### config.mk
export PLATFORM = sky130hd
export DESIGN_NAME = snake_tick_input_ctrl
export DESIGN_NICKNAME = d
export VERILOG_FILES = /design/src/rtl/snake_tick_input_ctrl.sv
export SDC_FILE = /design/constraint.sdc
export NUM_CORES = 1
export LEC_CHECK = 0
export BUFFER_PORTS_ARGS = -buffer_cell sky130_fd_sc_hd__buf_2
export CAP_MARGIN = 10
export CORE_ASPECT_RATIO = 1.1
export CORE_MARGIN = 1
export CORE_UTILIZATION = 55
export CTS_BUF_LIST = sky130_fd_sc_hd__clkbuf_2
export DETAILED_ROUTE_END_ITERATION = 8
export PLACE_DENSITY = 0.83
export SLEW_MARGIN = 10
export SYNTH_ARGS = -nofsm -noshare
export SYNTH_HDL_FRONTEND = slang
export SYNTH_SLANG_ARGS = --single-unit
### constraint.sdc
create_clock -name clock_25 -period 1.7 [get_ports clock_25]
set_input_delay 0.085 -clock clock_25 [delete_from_list [all_inputs] [get_ports clock_25]]
set_output_delay 0.085 -clock clock_25 [all_outputs]
set_load 0.02 [all_outputs]
### src/rtl/snake_tick_input_ctrl.sv
// snake_tick_input_ctrl
//   Timing and input stage in front of snake_game_fsm.
//   - Divides frame_tik into game_tik. The divisor shrinks as the score rises.
//   - Synchronises and debounces the two raw active-low buttons.
//   - Latches one turn command per tick interval.
//   - Presents that command on right_P/left_P (active-low) for the whole following interval.
//
// Ports
//   clock_25   in   system clock
//   reset      in   asynchronous active-low reset
//   frame_tik  in   one-cycle pulse per video frame
//   score      in   [7:0] current score
//   right_btn  in   raw right button (active-low, asynchronous)
//   left_btn   in   raw left button  (active-low, asynchronous)
//   game_tik   out  one-cycle game step pulse
//   right_P    out  latched right command (active-low)
//   left_P     out  latched left command  (active-low)
//   tick_div   out  [DIV_W-1:0] divisor currently in use
//
// Configuration macro: SNAKE_TICK_SPEEDUP_EN
//   Defined:   the divisor follows the score.
//   Undefined: the divisor is constant at BASE_DIV, and score is ignored.

// Per-button synchroniser and debouncer.
// press is a one-cycle strobe on the cycle whose edge moves the debounced level from 1 to 0.
module snake_btn_db #(
  parameter int CYC  = 250000,
  parameter int DB_W = 18
) (
  input  logic clock_25,
  input  logic reset,
  input  logic btn,
  output logic press
);
  logic            s1, s2, lvl;
  logic [DB_W-1:0] cnt;
  logic            hit;

  // The counter runs only while the synchronised level disagrees with the debounced level.
  // Any return to agreement restarts it, so short glitches are dropped.
  assign hit   = (s2 != lvl) && (cnt == DB_W'(CYC - 1));
  assign press = hit && lvl;

  always_ff @(posedge clock_25 or negedge reset) begin
    if (!reset) begin
      s1  <= 1'b1;
      s2  <= 1'b1;
      lvl <= 1'b1;
      cnt <= '0;
    end else begin
      s1 <= btn;
      s2 <= s1;
      if (s2 == lvl) begin
        cnt <= '0;
      end else if (hit) begin
        lvl <= s2;
        cnt <= '0;
      end else begin
        cnt <= cnt + 1'b1;
      end
    end
  end
endmodule

module snake_tick_input_ctrl #(
  parameter int DEBOUNCE_CYCLES = 250000,
  parameter int DB_W            = 18,
  parameter int BASE_DIV        = 6,
  parameter int MIN_DIV         = 2,
  parameter int SPEED_SHIFT     = 2,
  parameter int DIV_W           = 4
) (
  input  logic             clock_25,
  input  logic             reset,
  input  logic             frame_tik,
  input  logic [7:0]       score,
  input  logic             right_btn,
  input  logic             left_btn,
  output logic             game_tik,
  output logic             right_P,
  output logic             left_P,
  output logic [DIV_W-1:0] tick_div
);
  localparam int NUM_BTN = 2;  // bit 0 = right, bit 1 = left

  logic [NUM_BTN-1:0] btn_raw, press;
  logic [DIV_W-1:0]   fcnt, next_div;
  logic               pend_r, pend_l, upd, take;
  logic               one_r, one_l;

  assign btn_raw = {left_btn, right_btn};

  for (genvar g = 0; g < NUM_BTN; g++) begin : g_btn
    snake_btn_db #(.CYC(DEBOUNCE_CYCLES), .DB_W(DB_W)) u_db (
      .clock_25 (clock_25),
      .reset    (reset),
      .btn      (btn_raw[g]),
      .press    (press[g])
    );
  end

`ifdef SNAKE_TICK_SPEEDUP_EN
  logic [7:0] sub;
  assign sub      = score >> SPEED_SHIFT;
  assign next_div = (sub >= 8'(BASE_DIV - MIN_DIV)) ? DIV_W'(MIN_DIV)
                                                     : DIV_W'(BASE_DIV) - DIV_W'(sub);
`else
  logic unused_score;
  assign unused_score = ^score;
  assign next_div     = DIV_W'(BASE_DIV);
`endif

  assign upd = frame_tik && (fcnt == tick_div - DIV_W'(1));

  // Simultaneous right and left strobes are ambiguous, so they cancel each other.
  assign one_r = press[0] & ~press[1];
  assign one_l = press[1] & ~press[0];

  // On an update edge the pending set is cleared and reloaded in the same edge.
  // A strobe arriving on that edge therefore seeds the next interval.
  assign take = upd | ~(pend_r | pend_l);

  always_ff @(posedge clock_25 or negedge reset) begin
    if (!reset) begin
      fcnt     <= '0;
      game_tik <= 1'b0;
      right_P  <= 1'b1;
      left_P   <= 1'b1;
      tick_div <= DIV_W'(BASE_DIV);
      pend_r   <= 1'b0;
      pend_l   <= 1'b0;
    end else begin
      game_tik <= upd;
      if (frame_tik) fcnt <= upd ? '0 : fcnt + 1'b1;
      if (upd) begin
        right_P  <= ~pend_r;
        left_P   <= ~pend_l;
        tick_div <= next_div;
      end
      if (take) begin
        pend_r <= one_r;
        pend_l <= one_l;
      end
    end
  end
endmodule

### Yosys cells after proc, flatten, opt, wreduce, memory -nomap -nowiden

Cells that the tools add are included.

| storage, ports and cells | value |
|---|---|
| input port bits | 13 |
| register bits after elaboration | 51 |

| operators by class | value |
|---|---|
| add/sub/neg operators | 3 |
| bitwise logic cells | 11 |
| multiplexer cells | 5 |
| reductions and logical operators | 7 |
| equality and inequality tests | 7 |

Operators with widths:

| kind | count |
|---|---|
| $mux W18 | 4 |
| $add A18 B1 Y18 const B | 2 |
| $eq A18 B18 Y1 const B | 2 |
| $not A1 Y1 | 7 |
| $logic_and A1 B1 Y1 | 5 |
| $add A4 B1 Y4 const B | 1 |
| $eq A4 B3 Y1 const B | 1 |
| $mux W4 | 1 |
| $reduce_and A2 Y1 | 2 |
| $and A1 B1 Y1 | 2 |
| $eq A1 B1 Y1 | 2 |
| $ne A1 B1 Y1 | 2 |
| $or A1 B1 Y1 | 2 |

### Depth between registers and ports, before layout

| logic depth | value |
|---|---|
| word-level depth | 5 |
| depth in mapped cells | 7 |
| gate-level depth less buffers | 7 |

### Cells and area by module

Synthesis repeated with hierarchy kept, for this count alone.

| unflattened totals | value |
|---|---|
| cell total of the unflattened synthesis | 241 |
| area total of the unflattened synthesis | 2499.9 um^2 |

By module, submodules not included:

| module | area an instance (um^2) | instances | seq. area each (um^2) | cells each |
|---|---|---|---|---|
| snake_btn_db (g_btn[0].u_db) | 1058.5 | 1 | 529.3 | 104 |
| snake_btn_db (g_btn[1].u_db) | 1006.0 | 1 | 529.3 | 98 |
| snake_tick_input_ctrl | 435.4 | 1 | 227.7 | 39 |

### Least setup slack after synthesis

Ideal clock, no wire load.

| timing | value |
|---|---|
| path kind | reg2reg |
| start | register g_btn[0].u_db.cnt[0] |
| end | register g_btn[0].u_db.cnt[10] |
| clock period less this slack | 1804 ps |
| data arrival time | 1682 ps |
| required time | 1579 ps |
| cell stages (with the launch flop) | 7 |
| setup time | 121 ps |
| slack | -104 ps |
| cells stage by stage | dfrtp_1 ha_1 nand3_1 or3_1 o21ai_2 buf_2 nor2_1 |

| on the way | value |
|---|---|
| longest elaborated chain between the ends | 4 |
| elaborated cells on any way between the ends | 5 |

Ends and longest elaborated chain:

| element | line | source |
|---|---|---|
| start, declared | 36 | `logic [DB_W-1:0] cnt;` |
| start signal, assigned | 59 | `cnt <= cnt + 1'b1;` |
| parallel branches: the longest is 2 deep, another holds $add A18 B1 Y18 | - |  |
| $mux W18 (*) | 55 | `end else if (hit) begin` |
| $mux W18 (*) | 53 | `if (s2 == lvl) begin` |

Mark *: on every way between the ends.
A chain may end at the register's enable or synchronous reset.

### Worst setup path in the final report

| timing | value |
|---|---|
| start | register g_btn[0].u_db.cnt[5] |
| end | register pend_r |

| on the way | value |
|---|---|
| longest elaborated chain between the ends | 4 |

Ends and longest elaborated chain:

| element | line | source |
|---|---|---|
| $eq A18 B18 Y1 | 41 | `assign hit = (s2 != lvl) && (cnt == DB_W'(CYC - 1));` |
| $logic_and A1 B1 Y1 | 41 |  |
| $logic_and A1 B1 Y1 | 42 | `assign press = hit && lvl;` |
| $and A1 B1 Y1 | 116 | `assign one_r = press[0] & ~press[1];` |
| end signal, assigned | 141 | `pend_r <= one_r;` |
| end, declared | 88 | `logic pend_r, pend_l, upd, take;` |

No other way between the ends.

==> qor.yml <==
antenna_left: 0
final_util: 0.690
syn_avg_cell_area_um2: 9.91
yosys_warnings: 0
clk_path_buf_depth: 2
wl_met1_um: 2160
grt_usage: 0.230
synth_area_leaders: "dfrtp_1 44%, xnor2_1 8.9%, dfstp_2 8.5%, nor2_1 6.8%, nor4_1 3.5%"
r2r_end: "pend_r$_DFFE_PN0P_"
routed_wl_um: 5270
rrSetupSlack_ps: 30
status: "finished, final reports clean"
cp.arrival_ps: 2070
final_max_slew_viol_count: 0
grt_max_degree: 30
die_x_um: 65.9
clock_latency_ps: 450
cp.buffers_inverters: 0
area_growth_pct: 20.7
leakagePower_nw: 1.24
hold_class: "input port to asynchronous set/reset pin"
tns_ps: 0
end_kind: "flip-flop"
r2r_cells: 4
cp.required_ps: 2090
dpl.cell_count: 322
max_slew_margin: 0.639
ir_drop_mv: 0.358
place_hpwl_um: 3220
fin_nets: 307
overflow: 0
fmax_mhz: 597
h-tree-depth: 2
drtIter0Drc: 201
antenna_found_initial: 0
cp_max_fo: 6
grt_pass1_wl_um: 8250
ys.flop_type: "dfrtp_1"
synth-seq-cells: 51
wl_met2_um: 2640
die-area_um2: 4760
seq_area_frac_synth: 0.521
clk_pin_slew_ps: 250
period_share: 0.985
rsz0062_at_grt: "yes"
startpoint: "g_btn[0].u_db.cnt[5]$_DFF_PN0_"
synth_edf_count: 0
crit_chain: "nand3b_1 > or3_4 > nor4b_4 > a31o_2"
first_global_vias: 1889
finalClockSkew_ps: 22.4
num_vias: 1975
post_drt_wl_per_cell_um: 15.3
wl_met3_um: 284
drc: 0
clock-sinks: 51
io_buffers: 7
cts_tree: "done"
firstDrtPassIters: 5
synth-async-reset-ratio: 1.00
core-area_um2: 4320
top_layer: "met4"
power_density_nw_per_um2: 794
cap_violations: 0
timing.rr.start: "g_btn[0].u_db.cnt[5]$_DFF_PN0_"
numCtsBuffers: 5
finalPower_mw: 2.37
criticalPathCategory: "flip-flop to flip-flop"
vias_per_cell: 5.72
yosysUniqueCellTypes: 35
finalCriticalPeriod_ps: 1670
fin_cells: 345
rows: 25
ios: 20
post-place-ws_ps: 49.9
start_util: 0.572
synthMostInstantiatedCell: "nor2_1"
hold_viol_final: 0
drive_above_1_share: 0.278
tightestPinTransition_ps: 541
antennaDiodeCount: 0
start_kind: "flip-flop"
synth_top_area_cell: "dfrtp_1"
design_area_um2: 2980
synthTopCellsByCount: "45 x nor2_1, 43 x dfrtp_1, 25 x xnor2_1, 16 x nand3_1"
gp_congestion: 0.874
crit_family: "simple AND/OR/NAND/NOR gates"
setup_ws_ps: 25.5
setup_viol: 0
syn_area_um2: 2470
placed_area_um2: 2720
die_h_um: 72.2
cts_root_buf: "clkbuf_2"
hold_slack_ps: 97.5
synthCells: 249
synth_top_area_share: 0.436
slowest_delay_ps: 500
crit_slowest_cell: "dfrtp_2"
## layer usage
layer / GRT usage / vias up
met2: 0.375 / 67
met1: 0.286 / 956
li1: - / 934
met5: 0 / -
met4: 0.106 / 0
met3: 0.0550 / 18
## worst register-to-register path, delay by kind of cell (launching register included)
kind | cells | cell delay, ps
and+or+nand+nor | 3 | 950
DFF | 1 | 500
AOI/OAI and AO/OA | 1 | 180
## report_power, final
part	switching, mW	leakage (nW)	total [mW]	internal, mW
clock	0.377	0.0404	0.618	0.241
sequential	0.0788	0.662	1.41	1.33
combinational	0.192	0.542	0.335	0.142
## flip-flops by register name, summed over array words and instances (netlist names)
signal and cells:
g_btn.u_db.s1 2, pend_l 1, game_tik 1, g_btn.u_db.s2 2, pend_r 1, fcnt 4, g_btn.u_db.cnt 36, g_btn.u_db.lvl 2
left_P 1, right_P 1
## repair_timing
item / 4_1_cts / 5_1_grt
setup buffers: 0 / 11
endpoints found under the setup margin: 1 / 40
hold buffers: 4 / 0
hold endpoints to repair: 49 / 0
gates resized for setup: 1 / 18
pin swaps: 0 / 8
## kinds of logic after synthesis
group,Yosys count,share of synthesized area
adder cells (fa/ha/maj),4,0.0203
multiplexers,3,0.0137
AO/OA/AOI/OAI,12,0.0319
XOR/XNOR,33,0.117
buffers and inverters,20,0.0385
flip-flops,51,0.521
other,2,0.00304
AND/OR/NAND/NOR,124,0.254
## final cells by class
| class | instances | area [um^2] |
|---|---|---|
| clock buffers | 5 | 25.0 |
| multi-input cells | 180 | 1180 |
| flip-flops and latches | 51 | 1290 |
| clock inverters | 3 | 38.8 |
| inverters | 9 | 33.8 |
| fillers | 305 | 1340 |
| repair buffers | 43 | 340 |
| well taps | 54 | 67.6 |
## cells in the final DEF, fill, tap and decap left out, types with 2 or more instances in the layout
master	count
a31o_2	2
buf_12	2
buf_2	7
buf_4	30
clkbuf_2	5
conb_1	4
dfrtp_1	37
dfrtp_2	6
dfstp_2	8
dlygate4sd3_1	4
ha_1	3
inv_1	9
mux2_2	3
nand2_1	14
nand3_1	15
nand4_1	11
nor2_1	45
nor2b_1	2
nor3_1	7
nor3_2	2
nor4_1	10
nor4_2	4
o21ai_0	4
o31ai_1	2
or3_4	2
or4_4	2
xnor2_1	25
xor2_1	8
## worst max-delay path by stage
stage,to,cells after the start
finish,pend_r$_DFFE_PN0P_,4
global route,pend_r$_DFFE_PN0P_,4
CTS,g_btn[1].u_db.cnt[17]$_DFF_PN0_,4
detailed placement,g_btn[1].u_db.cnt[17]$_DFF_PN0_,4
global placement,g_btn[1].u_db.cnt[17]$_DFF_PN0_,4
floorplan,g_btn[0].u_db.cnt[16]$_DFF_PN0_,6
Power figures use the tool's default switching activity.
